[config.mk]
export PLATFORM = sky130hd
export DESIGN_NAME = font_glyph_renderer
export DESIGN_NICKNAME = d
export VERILOG_FILES = /design/src/rtl/font_glyph_renderer_pkg.sv /design/src/rtl/font_glyph_renderer.sv
export SDC_FILE = /design/constraint.sdc
export NUM_CORES = 1
export LEC_CHECK = 0
export ABC_AREA = 1
export CAP_MARGIN = 5
export CORE_MARGIN = 5
export CORE_UTILIZATION = 55
export CTS_CLUSTER_DIAMETER = 100
export DETAILED_ROUTE_END_ITERATION = 16
export GPL_TIMING_DRIVEN = 1
export PLACE_DENSITY = 0.8
export SLEW_MARGIN = 20
export SYNTH_ARGS = -nofsm -noshare
export SYNTH_HDL_FRONTEND = slang
export SYNTH_SLANG_ARGS = --single-unit
export TNS_END_PERCENT = 5
[constraint.sdc]
create_clock -name clk -period 2.5 [get_ports clk]
set_clock_uncertainty 0.1 [all_clocks]
set_input_delay 0.5 -clock clk [delete_from_list [all_inputs] [get_ports clk]]
set_output_delay 0.5 -clock clk [all_outputs]
set_load 0.02 [all_outputs]
[src/rtl/font_glyph_renderer_pkg.sv]
// Shared constants and types for the 5x8 text glyph renderer.
// Font ROM layout: 5 column bytes per character, bit 0 = top row.
// State encoding used by the renderer FSM.
package font_glyph_renderer_pkg;

  localparam int FONT_BYTES_PER_CHAR = 5;
  localparam int GLYPH_ROWS          = 8;
  localparam int FONT_ADDR_W         = 11;

  typedef enum logic [1:0] {
    IDLE   = 2'd0,
    FETCH  = 2'd1,
    STREAM = 2'd2
  } state_t;

  // Base byte address of a character: code*5 built as (code<<2)+code.
  function automatic logic [FONT_ADDR_W-1:0] font_base(input logic [7:0] code);
    logic [FONT_ADDR_W-1:0] c;
    c = FONT_ADDR_W'(code);
    return (c << 2) + c;
  endfunction

endpackage

[src/rtl/font_glyph_renderer.sv]
// Purpose: fetch the 5 column bytes of a glyph and stream the cell as RGB565 pixels.
// Latency: first pixel valid 7 cycles after accept; 8*CW pixels then ready again.
// Backpressure: registered output holds data/last while pix_valid && !pix_ready.
module font_glyph_renderer
  import font_glyph_renderer_pkg::*;
#(
  parameter int PIX_W   = 16,
  parameter int SPACING = 1
) (
  input  logic                   clk,
  input  logic                   rst,
  input  logic                   char_valid,
  output logic                   char_ready,
  input  logic [7:0]             char_code,
  input  logic [PIX_W-1:0]       fg,
  input  logic [PIX_W-1:0]       bg,
  output logic [FONT_ADDR_W-1:0] font_addr,
  input  logic [7:0]             font_data,
  output logic                   pix_valid,
  input  logic                   pix_ready,
  output logic [PIX_W-1:0]       pix_data,
  output logic                   pix_last
);

  localparam int         CW        = FONT_BYTES_PER_CHAR + SPACING;
  localparam logic [2:0] LAST_COL  = 3'(CW - 1);
  localparam logic [2:0] LAST_ROW  = 3'(GLYPH_ROWS - 1);
  localparam logic [2:0] NUM_COLS  = 3'(FONT_BYTES_PER_CHAR);

  state_t           state;
  logic [2:0]       cnt;
  logic [2:0]       row;
  logic [2:0]       col;
  logic [7:0]       colbuf [FONT_BYTES_PER_CHAR];
  logic [PIX_W-1:0] fg_q;
  logic [PIX_W-1:0] bg_q;

  logic [2:0]       sel_row;
  logic [2:0]       sel_col;
  logic [2:0]       buf_idx;
  logic [PIX_W-1:0] nxt_pix;

  // Request side: busy from accept until the final pixel handshakes; low while in reset.
  assign char_ready = !rst && (state == IDLE);

  // Position and colour of the pixel to load next: (0,0) when leaving FETCH, else successor of (row,col).
  always_comb begin
    sel_row = row;
    sel_col = col;
    if (state == FETCH) begin
      sel_row = '0;
      sel_col = '0;
    end else if (col == LAST_COL) begin
      sel_col = '0;
      sel_row = row + 3'd1;
    end else begin
      sel_col = col + 3'd1;
    end
    buf_idx = (sel_col < NUM_COLS) ? sel_col : '0;
    nxt_pix = ((sel_col < NUM_COLS) && colbuf[buf_idx][sel_row]) ? fg_q : bg_q;
  end

  // Main FSM: address generation, column capture and the registered pixel output stage.
  always_ff @(posedge clk) begin
    if (rst) begin
      state     <= IDLE;
      cnt       <= '0;
      row       <= '0;
      col       <= '0;
      fg_q      <= '0;
      bg_q      <= '0;
      font_addr <= '0;
      pix_valid <= 1'b0;
      pix_last  <= 1'b0;
      pix_data  <= '0;
      for (int i = 0; i < FONT_BYTES_PER_CHAR; i++) colbuf[i] <= '0;
    end else begin
      case (state)
        IDLE: begin
          if (char_valid) begin
            fg_q      <= fg;
            bg_q      <= bg;
            font_addr <= font_base(char_code);
            cnt       <= '0;
            state     <= FETCH;
          end
        end
        FETCH: begin
          // Read data lags the address by one cycle, so byte k lands while cnt == k+1.
          if (cnt != 3'd0) colbuf[cnt - 3'd1] <= font_data;
          font_addr <= (cnt < 3'd4) ? font_addr + 1'b1 : '0;
          if (cnt == 3'd5) begin
            row       <= '0;
            col       <= '0;
            pix_valid <= 1'b1;
            pix_data  <= nxt_pix;
            pix_last  <= 1'b0;
            state     <= STREAM;
          end else begin
            cnt <= cnt + 3'd1;
          end
        end
        STREAM: begin
          if (pix_ready) begin
            if (pix_last) begin
              pix_valid <= 1'b0;
              pix_last  <= 1'b0;
              state     <= IDLE;
            end else begin
              row      <= sel_row;
              col      <= sel_col;
              pix_data <= nxt_pix;
              pix_last <= (sel_row == LAST_ROW) && (sel_col == LAST_COL);
            end
          end
        end
        default: state <= IDLE;
      endcase
    end
  end

endmodule

==> results.rst <==
.. list-table::
   :header-rows: 1

   * - Metric
     - Value
   * - Status
     - finished, final reports clean
   * - Portion of synthesized cell area occupied by the leading cell type
     - 0.236
   * - Die height
     - 115 um
   * - Worst supply voltage drop on vdd
     - 0.000453 V
   * - Average vias per placed instance
     - 5.51
   * - Number of DRC violations after detailed-routing iteration 0
     - 630
   * - Required @ worst endpoint
     - around 2900 ps
   * - Most crowded layer after global routing
     - met2
   * - Kind of path behind the tightest hold check
     - register to register
   * - Cell repeated most along the worst path
     - sky130_fd_sc_hd__nand2_1
   * - Met1 usage in global routing
     - 0.298
   * - Remaining Overflow, GRT
     - 0
   * - Maximum fanout along the worst path
     - 8
   * - EDFF count, synth
     - 48
   * - Dominant combinational cell family by area after synthesis
     - simple AND/OR/NAND/NOR gates
   * - Final worst path period share
     - 0.965
   * - WS Path Type
     - register to register
   * - Root Buffer
     - sky130_fd_sc_hd__clkbuf_8
   * - Fraction of the core area covered by cells at the end of the flow
     - 0.736
   * - Flip-flop cell with the highest count after synthesis
     - sky130_fd_sc_hd__dfxtp_1
   * - Post-synthesis share of cell area spent on xor and xnor gates
     - 0.00431
   * - Ranking of synthesized cells by area
     - sky130_fd_sc_hd__dfxtp_1 (24%), sky130_fd_sc_hd__edfxtp_1 (24%), sky130_fd_sc_hd__nand2_1 (9.5%), sky130_fd_sc_hd__inv_1 (6.8%), sky130_fd_sc_hd__a21oi_1 (5.7%)
   * - Adder-cell share of the synthesized area
     - 0.0279
   * - Netlist area before placement
     - 0.00610 mm2
   * - Number of rows in the core area
     - 38
   * - Number of I/O port buffers
     - 81
   * - Clk pin slew, worst setup/hold paths
     - around 60 ps
   * - Synth warn
     - 0
   * - Post-route ant nets
     - 0
   * - Hold slack
     - 355 ps
   * - HPWL after DPL
     - 10800 um
   * - CORE AREA
     - between 0.01 and 0.015 mm2
   * - Skew-Pair Late Insertion Delay
     - 520 ps
   * - Mean routed wirelength per cell
     - 15.8 um
   * - Leakage power total
     - 3.31 nW
   * - Total number of clock tree sinks
     - 120
   * - Startpoint class of the critical path
     - register
   * - Number of global-route vias before repair
     - 5493
   * - Total of max-cap violations
     - 0
   * - Final GP Congestion
     - 0.907
   * - Most common cell in the netlist
     - sky130_fd_sc_hd__nand2_1
   * - Critical path cell sequence
     - inv_4 -> nand2_1 -> nand2_4 -> nand2_1 -> nor2_4 -> nand3_1 -> nand2_1 -> nand2_1 -> nand2_1 -> nand2_1 -> nand3_2 -> nand3_4 -> buf_12 -> nand4_1 -> nand3_1 -> a21oi_1
   * - Pwr/cell area
     - 676 mW/mm2
   * - Overall die area
     - 0.0133 mm2
   * - Asr flop ratio synth
     - 0
   * - Htree depth
     - 4
   * - Number of distinct standard cells referenced by the synthesized netlist
     - between 40 and 50
   * - Wire length of the first global-routing pass
     - 25300 um
   * - Total negative setup slack
     - 0 ps
   * - Ant diodes
     - 0
   * - Maximum buffer depth of the clock tree
     - 2
   * - Layout area overhead
     - 30.8%
   * - Pin count of the biggest net entering global routing
     - 49
   * - Tightest slew margin relative to the limit
     - 0.707
   * - Sequential cell area in the final layout
     - 0.00288 mm2
   * - Met3 GRT Util
     - 0.0458
   * - First-pass DRT Iterations
     - 5
   * - Library cell contributing the largest single delay on the critical path
     - sky130_fd_sc_hd__dfxtp_1
   * - Arrival time worst endpoint
     - 2760 ps
   * - Crit path largest cell delay
     - between 300 and 400 ps
   * - Wire length after detailed routing
     - 16200 um
   * - Final-report max-slew violation count
     - 0
   * - Count of final setup violators
     - 0
   * - Initial Util
     - 0.563
   * - Global-route usage over all layers
     - 0.238
   * - Area of combinational cells with multiple inputs
     - about 0.0027 mm2
   * - TritonCTS clock tree
     - built
   * - Synthesized flop and latch total
     - 120
   * - Final number of hold-violating endpoints
     - 0
   * - Final net count
     - 942
   * - Syn avg cell area
     - 8.00 um2
   * - M2 GR Usage
     - 0.414
   * - # IOs
     - just over 80
   * - Most frequent cells after synthesis
     - sky130_fd_sc_hd__nand2_1 (154), sky130_fd_sc_hd__inv_1 (110), sky130_fd_sc_hd__dfxtp_1 (72)
   * - Cells after synthesis
     - ~760
   * - Fmax
     - approximately 0.41 GHz
   * - Total of fill cells in the finished design
     - 710
   * - Overall via count from detail_route
     - between 5000 and 6000
   * - Die width
     - 115 um
   * - Mapped Nets
     - 828
   * - Post-layout minimum cycle time
     - 2410 ps
   * - Fraction of the mapped netlist area in compound gates
     - 0.137
   * - Initial antenna violation count
     - 0
   * - Drc violations
     - 0
   * - Simple-gate portion of the synthesized area
     - 0.258
   * - Inserted Clock Buffers
     - 17
   * - Worst-margin pin slew
     - 440 ps
   * - Multiplexer share of the synthesized area
     - 0
   * - Type of element capturing the critical path
     - register
   * - Cell type with the highest aggregate area in the netlist
     - sky130_fd_sc_hd__dfxtp_1
   * - Fraction of final layout cells with drive strength greater than 1
     - 0.161
   * - Fraction of the yosys area taken by sequential cells
     - 0.472
## stage by stage
stage	total power (W)	instance area (um2)	cells	setup WS [ps]
2_1_floorplan	0.00271	6100	763	298
3_3_place_gp	0.00298	7170	984	-273
3_5_place_dp	0.00301	7170	984	-434
4_1_cts	0.00535	7760	1017	-14.0
5_1_grt	0.00560	7980	1030	-33.9
6_report	0.00540	7980	1030	86.9
## final cells by class
| class | instances | share of cell area |
|---|---|---|
| multi-input combinational | 495 | 0.339 |
| sequential | 120 | 0.361 |
| tap | 140 | 0.0219 |
| timing repair buffer | 126 | 0.151 |
| clock inverter | 13 | 0.0177 |
| inverter | 117 | 0.0559 |
| clock buffer | 19 | 0.0541 |
## power by group
| part | total [W] | leakage, nW | internal, W | switching [W] |
|---|---|---|---|---|
| logic | 0.000842 | 1.95 | 0.000358 | 0.000485 |
| clock network | 0.00235 | 0.284 | 0.00145 | 0.000901 |
| registers | 0.00220 | 1.08 | 0.00214 | 0.0000581 |
| total | 0.00540 | 3.31 | 0.00395 | 0.00144 |
## sequential cells by signal (all words and copies together) (netlist names)
register   count
colbuf        48
bg_q          16
fg_q          16
pix_data      16
font_addr     11
cnt            3
col            3
row            3
state          2
pix_last       1
pix_valid      1
## critical path: cells and delay by family (launching register included)
family,cells,cell delay [ps]
buffers and inverters,2,310
DFF,1,360
AOI/OAI and AO/OA,1,150
and+or+nand+nor,13,1410
## per-layer routing
layer | up-vias | share of wire
li1 | 2735 | -
met1 | 2651 | 0.40
met2 | 243 | 0.50
met3 | 44 | 0.073
met4 | 0 | 0.024
met5 | - | 0
## what timing repair did
action / 4_1_cts / 5_1_grt
hold buffers: 0 / 0
setup buffers: 0 / 11
hold endpoints to repair: 0 / 0
setup endpoints to repair: 17 / 18
gates cloned: 1 / 2
pin swaps: 0 / 11
resized for setup: 4 / 26
## kinds of logic after synthesis
| kind of cell | after synthesis |
|---|---|
| buf+inv | 150 |
| xor+xnor | 3 |
| flops | 120 |
| simple gates | 326 |
| compound gates | 151 |
| fa+ha+maj | 13 |
## layout by cell type, fill, tap and decap left out, types with 3 or more instances in the layout
| cell type | instances |
|---|---|
| sky130_fd_sc_hd__nand2_1 | 150 |
| sky130_fd_sc_hd__inv_1 | 110 |
| sky130_fd_sc_hd__clkdlybuf4s50_1 | 80 |
| sky130_fd_sc_hd__dfxtp_1 | 71 |
| sky130_fd_sc_hd__nor2_1 | 70 |
| sky130_fd_sc_hd__a21oi_1 | 68 |
| sky130_fd_sc_hd__o21ai_0 | 50 |
| sky130_fd_sc_hd__edfxtp_1 | 48 |
| sky130_fd_sc_hd__buf_4 | 41 |
| sky130_fd_sc_hd__nand3_1 | 23 |
| sky130_fd_sc_hd__nand4_1 | 23 |
| sky130_fd_sc_hd__clkbuf_16 | 17 |
| sky130_fd_sc_hd__nand3_2 | 14 |
| sky130_fd_sc_hd__nand2_2 | 13 |
| sky130_fd_sc_hd__ha_1 | 12 |
| sky130_fd_sc_hd__a21oi_2 | 10 |
| sky130_fd_sc_hd__nor3_1 | 8 |
| sky130_fd_sc_hd__nand3_4 | 8 |
| sky130_fd_sc_hd__o211ai_1 | 8 |
| sky130_fd_sc_hd__inv_4 | 7 |
| sky130_fd_sc_hd__o21ai_1 | 4 |
| sky130_fd_sc_hd__a211oi_1 | 4 |
| sky130_fd_sc_hd__inv_2 | 3 |
| sky130_fd_sc_hd__nor2_4 | 3 |
| sky130_fd_sc_hd__or2_2 | 3 |
| sky130_fd_sc_hd__or2_0 | 3 |
| sky130_fd_sc_hd__xnor2_1 | 3 |
| sky130_fd_sc_hd__clkinv_4 | 3 |
| sky130_fd_sc_hd__buf_12 | 3 |
## final timing paths
| path | start | depth (start not counted) | end | slack [ps] |
|---|---|---|---|---|
| setup / recovery | col[0]$_SDFFE_PP0P_ | 16 | pix_data[11]$_SDFFE_PP0P_ | 90 |
| hold / removal | bg_q[9]$_SDFFE_PP0P_ | 2 | bg_q[9]$_SDFFE_PP0P_ | 350 |
| hold reg to reg | bg_q[9]$_SDFFE_PP0P_ | 2 | bg_q[9]$_SDFFE_PP0P_ | 350 |
| setup reg to reg | col[0]$_SDFFE_PP0P_ | 16 | pix_data[11]$_SDFFE_PP0P_ | 90 |
No activity file was read; power rests on OpenSTA's default activity.
